==> src/rtl/ntt_bram_sequencer.sv <==
// Sequences one NTT job over a shared BRAM port: loads x from BRAM, runs the
// core, stores y back. Outputs are decoded combinationally from registered state.
module ntt_bram_sequencer #(
  parameter int N          = 64,
  parameter int DATA_W     = 64,
  parameter int ADDR_W     = 12,
  parameter int SRC_BASE   = 0,
  parameter int DST_BASE   = 64,
  parameter int ADDR_SHIFT = 3,
  parameter int RD_LAT     = 1,
  parameter int TIMEOUT    = 4096
) (
  input  logic                 clk,
  input  logic                 rst,
  input  logic                 start,
  output logic                 busy,
  output logic                 done,
  output logic                 error,
  output logic [ADDR_W-1:0]    bram_addr,
  output logic                 bram_en,
  output logic                 bram_we,
  output logic [DATA_W-1:0]    bram_din,
  input  logic [DATA_W-1:0]    bram_dout,
  output logic                 ntt_rst,
  input  logic                 ntt_done,
  output logic                 ntt_x_we,
  output logic [$clog2(N)-1:0] ntt_x_idx,
  output logic [DATA_W-1:0]    ntt_x_data,
  output logic [$clog2(N)-1:0] ntt_y_idx,
  input  logic [DATA_W-1:0]    ntt_y_data
);
  localparam int IW = $clog2(N);
  localparam int CW = IW + 1;
  localparam int TW = $clog2(TIMEOUT + 1);

  typedef enum logic [2:0] {IDLE, LOAD, COMPUTE, STORE, FINISH} state_t;

  state_t                     state_q, state_d;
  logic [CW-1:0]              cnt_q, cnt_d;
  logic [TW-1:0]              tmr_q, tmr_d;
  logic                       error_q, error_d;
  logic [RD_LAT-1:0]          pv_q, pv_d;
  logic [RD_LAT-1:0][IW-1:0]  pi_q, pi_d;

  logic              issue, cap;
  logic [IW-1:0]     cap_idx;
  logic [ADDR_W-1:0] rd_addr, wr_addr;

  assign issue   = (state_q == LOAD) && (cnt_q < CW'(N));
  // read-return tracking: the issue index rides an RD_LAT-deep pipe to meet its data
  assign cap     = (state_q == LOAD) && pv_q[RD_LAT-1];
  assign cap_idx = pi_q[RD_LAT-1];
  assign rd_addr = ADDR_W'((SRC_BASE + 32'(cnt_q)) << ADDR_SHIFT);
  assign wr_addr = ADDR_W'((DST_BASE + 32'(cnt_q)) << ADDR_SHIFT);

  always_ff @(posedge clk) begin
    if (rst) begin
      state_q <= IDLE;
      cnt_q   <= '0;
      tmr_q   <= '0;
      error_q <= 1'b0;
      pv_q    <= '0;
      pi_q    <= '0;
    end else begin
      state_q <= state_d;
      cnt_q   <= cnt_d;
      tmr_q   <= tmr_d;
      error_q <= error_d;
      pv_q    <= pv_d;
      pi_q    <= pi_d;
    end
  end

  always_comb begin
    state_d = state_q;
    cnt_d   = cnt_q;
    tmr_d   = tmr_q;
    error_d = error_q;
    pv_d    = '0;
    pi_d    = pi_q;
    if (state_q == LOAD) begin
      pv_d[0] = issue;
      pi_d[0] = cnt_q[IW-1:0];
      for (int i = 1; i < RD_LAT; i++) begin
        pv_d[i] = pv_q[i-1];
        pi_d[i] = pi_q[i-1];
      end
    end
    case (state_q)
      IDLE: begin
        cnt_d = '0;
        tmr_d = '0;
        if (start) begin
          state_d = LOAD;
          error_d = 1'b0;
        end
      end
      LOAD: begin
        if (issue) cnt_d = cnt_q + 1'b1;
        if (cap && cap_idx == IW'(N - 1)) begin
          state_d = COMPUTE;
          cnt_d   = '0;
          tmr_d   = '0;
        end
      end
      COMPUTE: begin
        if (ntt_done) begin
          state_d = STORE;
          cnt_d   = '0;
        end else if (tmr_q == TW'(TIMEOUT - 1)) begin
          state_d = IDLE;
          error_d = 1'b1;
        end else begin
          tmr_d = tmr_q + 1'b1;
        end
      end
      STORE: begin
        cnt_d = cnt_q + 1'b1;
        if (cnt_q == CW'(N - 1)) state_d = FINISH;
      end
      FINISH:  state_d = IDLE;
      default: state_d = IDLE;
    endcase
  end

  // rst gates the outputs so a mid-job reset kills the write in the same cycle
  always_comb begin
    busy       = 1'b0;
    done       = 1'b0;
    error      = 1'b0;
    bram_en    = 1'b0;
    bram_we    = 1'b0;
    bram_addr  = '0;
    bram_din   = '0;
    ntt_rst    = 1'b1;
    ntt_x_we   = 1'b0;
    ntt_x_idx  = '0;
    ntt_x_data = '0;
    ntt_y_idx  = '0;
    if (!rst) begin
      busy  = (state_q != IDLE);
      error = error_q;
      case (state_q)
        LOAD: begin
          bram_en  = issue;
          ntt_x_we = cap;
          if (issue) bram_addr = rd_addr;
          if (cap) begin
            ntt_x_idx  = cap_idx;
            ntt_x_data = bram_dout;
          end
        end
        COMPUTE: ntt_rst = 1'b0;
        STORE: begin
          ntt_rst   = 1'b0;
          bram_en   = 1'b1;
          bram_we   = 1'b1;
          bram_addr = wr_addr;
          ntt_y_idx = cnt_q[IW-1:0];
          bram_din  = ntt_y_data;
        end
        FINISH:  done = 1'b1;
        default: ;
      endcase
    end
  end
endmodule

==> config.mk <==
export PLATFORM = sky130hd
export DESIGN_NAME = ntt_bram_sequencer
export DESIGN_NICKNAME = d
export VERILOG_FILES = /design/src/rtl/ntt_bram_sequencer.sv
export SDC_FILE = /design/constraint.sdc
export NUM_CORES = 1
export LEC_CHECK = 0
export BUFFER_PORTS_ARGS = -buffer_cell sky130_fd_sc_hd__buf_2
export CAP_MARGIN = 20
export CORE_AREA = 2 2 114 116
export CTS_CLUSTER_DIAMETER = 40
export DETAILED_ROUTE_END_ITERATION = 10
export DIE_AREA = 0 0 116 118
export PLACE_DENSITY = 0.53
export SYNTH_ARGS = -nofsm -noshare
export SYNTH_HDL_FRONTEND = slang
export SYNTH_SLANG_ARGS = --single-unit
==> constraint.sdc <==
create_clock -name clk -period 2.85 [get_ports clk]
set_input_delay 0.4275 -clock clk [delete_from_list [all_inputs] [get_ports clk]]
set_output_delay 0.4275 -clock clk [all_outputs]
set_load 0.01 [all_outputs]
Word-level counts from Yosys, hierarchy flattened:

Index checks and enable logic that the tools add are counted.

* reduce and logical (&&, ||, !) cells: 14
* add/subtract/negate cells: 3
* bitwise logic cells: 1
* order comparisons: 1
* eq/ne operators: 16
* mux-type cells: 43

Operators with widths (number)
* $mux 64: 5
* $mux 13: 3
* $pmux 13 s3: 1
* $mux 6: 5
* $pmux 7 s4: 1
* $pmux 11 s2: 1
* $mux 7: 3
* $mux 3: 5
* $mux 1: 14
* $add 13x1->13 const B: 1
* $eq 13x12->1 const B: 1
* $ne 2x2->1 const B: 6
* $pmux 3 s4: 1
* $reduce_and 4->1: 3
* $mux 11: 1
* $mux 10: 1
* $add 7x7->8 const A: 1
* $add 7x1->7 const B: 1
* $eq 7x6->1 const B: 1
* $lt 7x7->1 const B: 1
* $eq 3x2->1 const B: 2
* $eq 6x6->1 const B: 1
* $reduce_bool 3->1: 2
* $pmux 1 s2: 2
* 12 further kinds: 15

* register bits after elaboration: 31
* output and inout port bits: 159

Logic depth before layout (Yosys ltp):

* depth in word-level cells: 5
* depth in mapped cells: 7
* depth with buffers taken out: 6

Worst setup path before layout:

No wires, ideal clock.

* path kind: in2out
* start: input port rst
* end: output port bram_din[0]
* buffers on the path: 3
* data arrival time: 1.568 ns
* stages: 7
* required time: 2.423 ns
* path slack: 0.854 ns
* cell sequence: buf_2 > nand2b_4 > or2_2 > buf_6 > nor2_8 > clkbuf_2 > and2_1

* word-level cells in the longest chain between the ends: 1

Ends and longest elaborated chain
* start: declaration: RTL line 14 `input logic rst,`
* $mux 64: RTL line 140 `if (!rst) begin`
* end: declaration: RTL line 22 `output logic [DATA_W-1:0] bram_din,`

Every way passes these cells.

Worst setup path after layout:

* start: register state_q[1]
* end: output port bram_din[62]

* word-level cells in the longest chain between the ends: 3

Ends and longest elaborated chain
* start: declaration: RTL line 38 `state_t state_q, state_d;`
* start signal: assignment: RTL line 65 `state_q <= state_d;`
* $eq 3x2->1: RTL line 143 `case (state_q)`
* $mux 64: RTL line 143
* $mux 64: RTL line 140

Every way passes these cells.

==> metrics.csv <==
stage,metric,value,unit
sta,worst slew pin tran,0.937,ns
pwr,cell internal pwr,919,uW
logic_synthesis,"EDFF count, synth",0,
setup_path,reg2reg start,state_q[0]$_SDFFE_PP0P_,
pwr,Power per Cell Area,300,nW/um^2
finish,antenna cells,0,
clock_network,TritonCTS clock tree,built,
clock_network,Clock Path Buffers,2,
clock_network,Clock Pin Slew Worst Setup and Hold Paths,0.05,ns
clock_network,clk_lat worst skew,0.28,ns
pwr,Pleak,2.52,nW
sta,skew final,0.00360,ns
sta,max-slew violation count,0,
die,Core Region,12400,sq um
logic_synthesis,Post-synth ARST share,0,
pwr,Sw Ratio,0.298,
clock_network,Post-CTS Resized,0,
setup_path,Worst setup startpoint,state_q[1]$_SDFFE_PP0P_,
logic_synthesis,Main synth FF type,dfxtp_1,
logic_synthesis,synth top area cells,"and2_1 (34%), dfxtp_1 (23%), nor2_1 (4.3%)",
die,Die Area,13700,sq um
clock_network,clk root buf,clkbuf_16,
logic_synthesis,"top cells by count, synth","and2_1 (148), dfxtp_1 (31), nor2_1 (31)",
sta,Worst Slack Setup Final,0.241,ns
route,via-per-instance ratio,4.29,
sta,crit share post-route,0.915,
clock_network,CTS Buf Count,5,
route,Vias,3480,
clock_network,H-tree depth,2,
global_routing,first-pass GRT wire length,15600,um
finish,Finished Layout Cells,811,
setup_path,CP top delay family,simple AND/OR/NAND/NOR gates,
global_routing,GRT Util Overall,0.140,
placed_design,area post-placement,4220,sq um
route,DRT Wirelength,10600,um
clock_network,Post-CTS Setup Inserts,0,
pwr,Net Switching,390,uW
setup_path,critical path class,reg2out,
setup_path,R2R setup slack,0.54,ns
setup_path,Crit path buffers/inverters,1,
logic_synthesis,flop and latch count out of synthesis,31,
placed_design,placed cells,803,
flow_run,Max Cap Violations,0,
route,antenna violation net count after detailed routing,0,
global_routing,grt ovf,0,
placed_design,hpwl dp,8680,um
sta,unrepaired setup endpoints after global routing,false,
placed_design,DP Worst Slack,0.493,ns
pwr,sequential share of power,0.356,
pwr,Clk pwr share,0.391,
logic_synthesis,sequential area share after synthesis,0.230,
pwr,Comb pwr share,0.252,
sta,final hold vios,0,
sta,final setup vio count,0,
logic_synthesis,Yosys top cell area share,0.343,
logic_synthesis,synthesis warning total,0,
global_routing,number of global-route vias before repair,3042,
logic_synthesis,Yosys top cell by area,and2_1,
setup_path,CP peak stage delay,0.56,ns
route,Iter 0 DRT Violations,148,
sta,f_max,0.383,GHz
setup_path,CP cell instances,nand2b_4 > or2_2 > nor2_8 > and2_1 > buf_2,
status,status,"finished, final reports clean",
setup_path,r2r worst-path depth,5,
clock_network,TritonCTS Sinks,31,
die,row count,41,
global_routing,antenna violations before repair,1,
die,starting density of the core,0.218,
die,die width,116,um
finish,final core occ,0.352,
logic_synthesis,post-synthesis cell area,2700,sq um
sta,Max transition margin,0.373,
setup_path,CP Capture Point,bram_din[62],
die,Die Height,118,um
placed_design,number of I/O port buffers,286,
pwr,worst vdd ir,0.000172,V
finish,Final Cell Area,4360,sq um
finish,synth-to-layout area growth,61.5,%
clock_network,hold_buf cts,0,
global_routing,largest net degree at the start of global routing,72,
logic_synthesis,Post-Syn Area per Cell,7.38,sq um
setup_path,Critical Path RT,2.42,ns
setup_path,Worst setup EP type,output port,
setup_path,Max Fanout on Critical Path,71,
setup_path,Worst EP arrival,2.18,ns
setup_path,Critical R2R Capture,cnt_q[1]$_SDFFE_PP0P_,
route,DRC Markers,0,
die,IO Count,291,
placed_design,RePlAce Congestion,0.838,
logic_synthesis,Unique masters post-synth,50,
setup_path,WP depth,5,
hold_path,class of the worst hold path,reg2reg,
finish,layout cell share with drive strength beyond 1,0.484,
route,first-pass iteration count of the detailed router,4,
sta,Tmin final,2.61,ns
setup_path,crit path max-delay cell type,dfxtp_1,
logic_synthesis,most common cell in the netlist,and2_1,
logic_synthesis,Mapped Cells,366,
finish,Layout fillers,1375,
finish,Nets,772,
sta,setup TNS,0,ns
route,Routed WL per cell,13.1,um
setup_path,CP startpoint kind,register,
==> flip-flops by register name, summed over array words and instances (netlist names) <==
register  count
cap_idx       6
cnt_q         7
error_q       1
pv_q          1
state_q       3
tmr_q        13
==> how the worst min path moves through the flow <==
| stage | from | endpoint | slack (ns) | cells after the start |
|---|---|---|---|---|
| finish | tmr_q[12]$_SDFFE_PP0P_ | tmr_q[12]$_SDFFE_PP0P_ | 0.46 | 1 |
| global route | error_q$_SDFFE_PP0P_ | error_q$_SDFFE_PP0P_ | 0.49 | 2 |
| CTS | tmr_q[12]$_SDFFE_PP0P_ | tmr_q[12]$_SDFFE_PP0P_ | 0.47 | 1 |
| detailed placement | tmr_q[12]$_SDFFE_PP0P_ | tmr_q[12]$_SDFFE_PP0P_ | 0.46 | 1 |
| global placement | tmr_q[12]$_SDFFE_PP0P_ | tmr_q[12]$_SDFFE_PP0P_ | 0.45 | 1 |
| floorplan | tmr_q[12]$_SDFFE_PP0P_ | tmr_q[12]$_SDFFE_PP0P_ | 0.43 | 1 |
==> per-stage QoR <==
step | hold slack (ns) | power, mW
final | 0.460 | 1.31
after global placement | 0.454 | 0.801
after global routing | 0.494 | 1.37
after detailed placement | 0.455 | 0.803
after CTS | 0.467 | 1.32
after floorplan | 0.428 | 0.666
==> layout by cell type, fill, tap and decap left out, types with 3 or more instances in the layout <==
| master | netlist | final |
|---|---|---|
| inv_1 | 3 | 3 |
| clkinv_2 | 0 | 3 |
| nor2_1 | 31 | 31 |
| xor2_1 | 5 | 5 |
| and4_1 | 3 | 3 |
| o211ai_1 | 5 | 5 |
| o21ai_0 | 12 | 12 |
| dfxtp_1 | 31 | 31 |
| nand3_1 | 14 | 14 |
| nor3_1 | 4 | 4 |
| a21oi_1 | 7 | 7 |
| nand2_1 | 16 | 16 |
| and2_1 | 148 | 148 |
| a31oi_1 | 5 | 5 |
| buf_4 | 6 | 3 |
| buf_2 | 4 | 286 |
| and3_1 | 7 | 7 |
| mux2i_1 | 7 | 7 |
| clkbuf_16 | 0 | 5 |
| conb_1 | 1 | 4 |
| o31ai_1 | 6 | 6 |
==> area by class of cell <==
cell class	instances	area, sq um	area share
multi-input combinational	306	1920	0.439
tap	172	215	0.0493
inverter	5	18.8	0.00430
sequential	31	621	0.142
clock buffer	5	125	0.0287
timing repair buffer	289	1450	0.333
clock inverter	3	15.0	0.00344
==> routing by layer <==
metal  GRT usage  up-vias  wire length (um)
li1            -     1741                 -
met1       0.199     1604              4910
met5           0        -                 7
met2       0.217      120              4940
met3      0.0273       13               649
met4      0.0313        2               100
==> cells by family (layout without fill, tap and decap cells) <==
family                     count (synthesis)  in the layout  share of synthesized area
and+or+nand+nor                          244            244                      0.538
AOI/OAI and AO/OA                         44             44                      0.114
buffers and inverters                     32            302                     0.0657
DFF                                       31             31                      0.230
muxes                                      7              7                     0.0259
xor gates and xnor gates                   5              5                     0.0162
adders and majority gates                  2              2                    0.00926
other                                      1              4                    0.00139
==> power groups by stage <==
stage	Combinational, mW	Sequential [mW]	Clock, mW
after floorplan	0.207	0.460	0
after global placement	0.326	0.476	0
after detailed placement	0.328	0.475	0
after CTS	0.331	0.466	0.522
after global routing	0.365	0.468	0.539
final	0.330	0.466	0.512
Power figures use the tool's default switching activity.
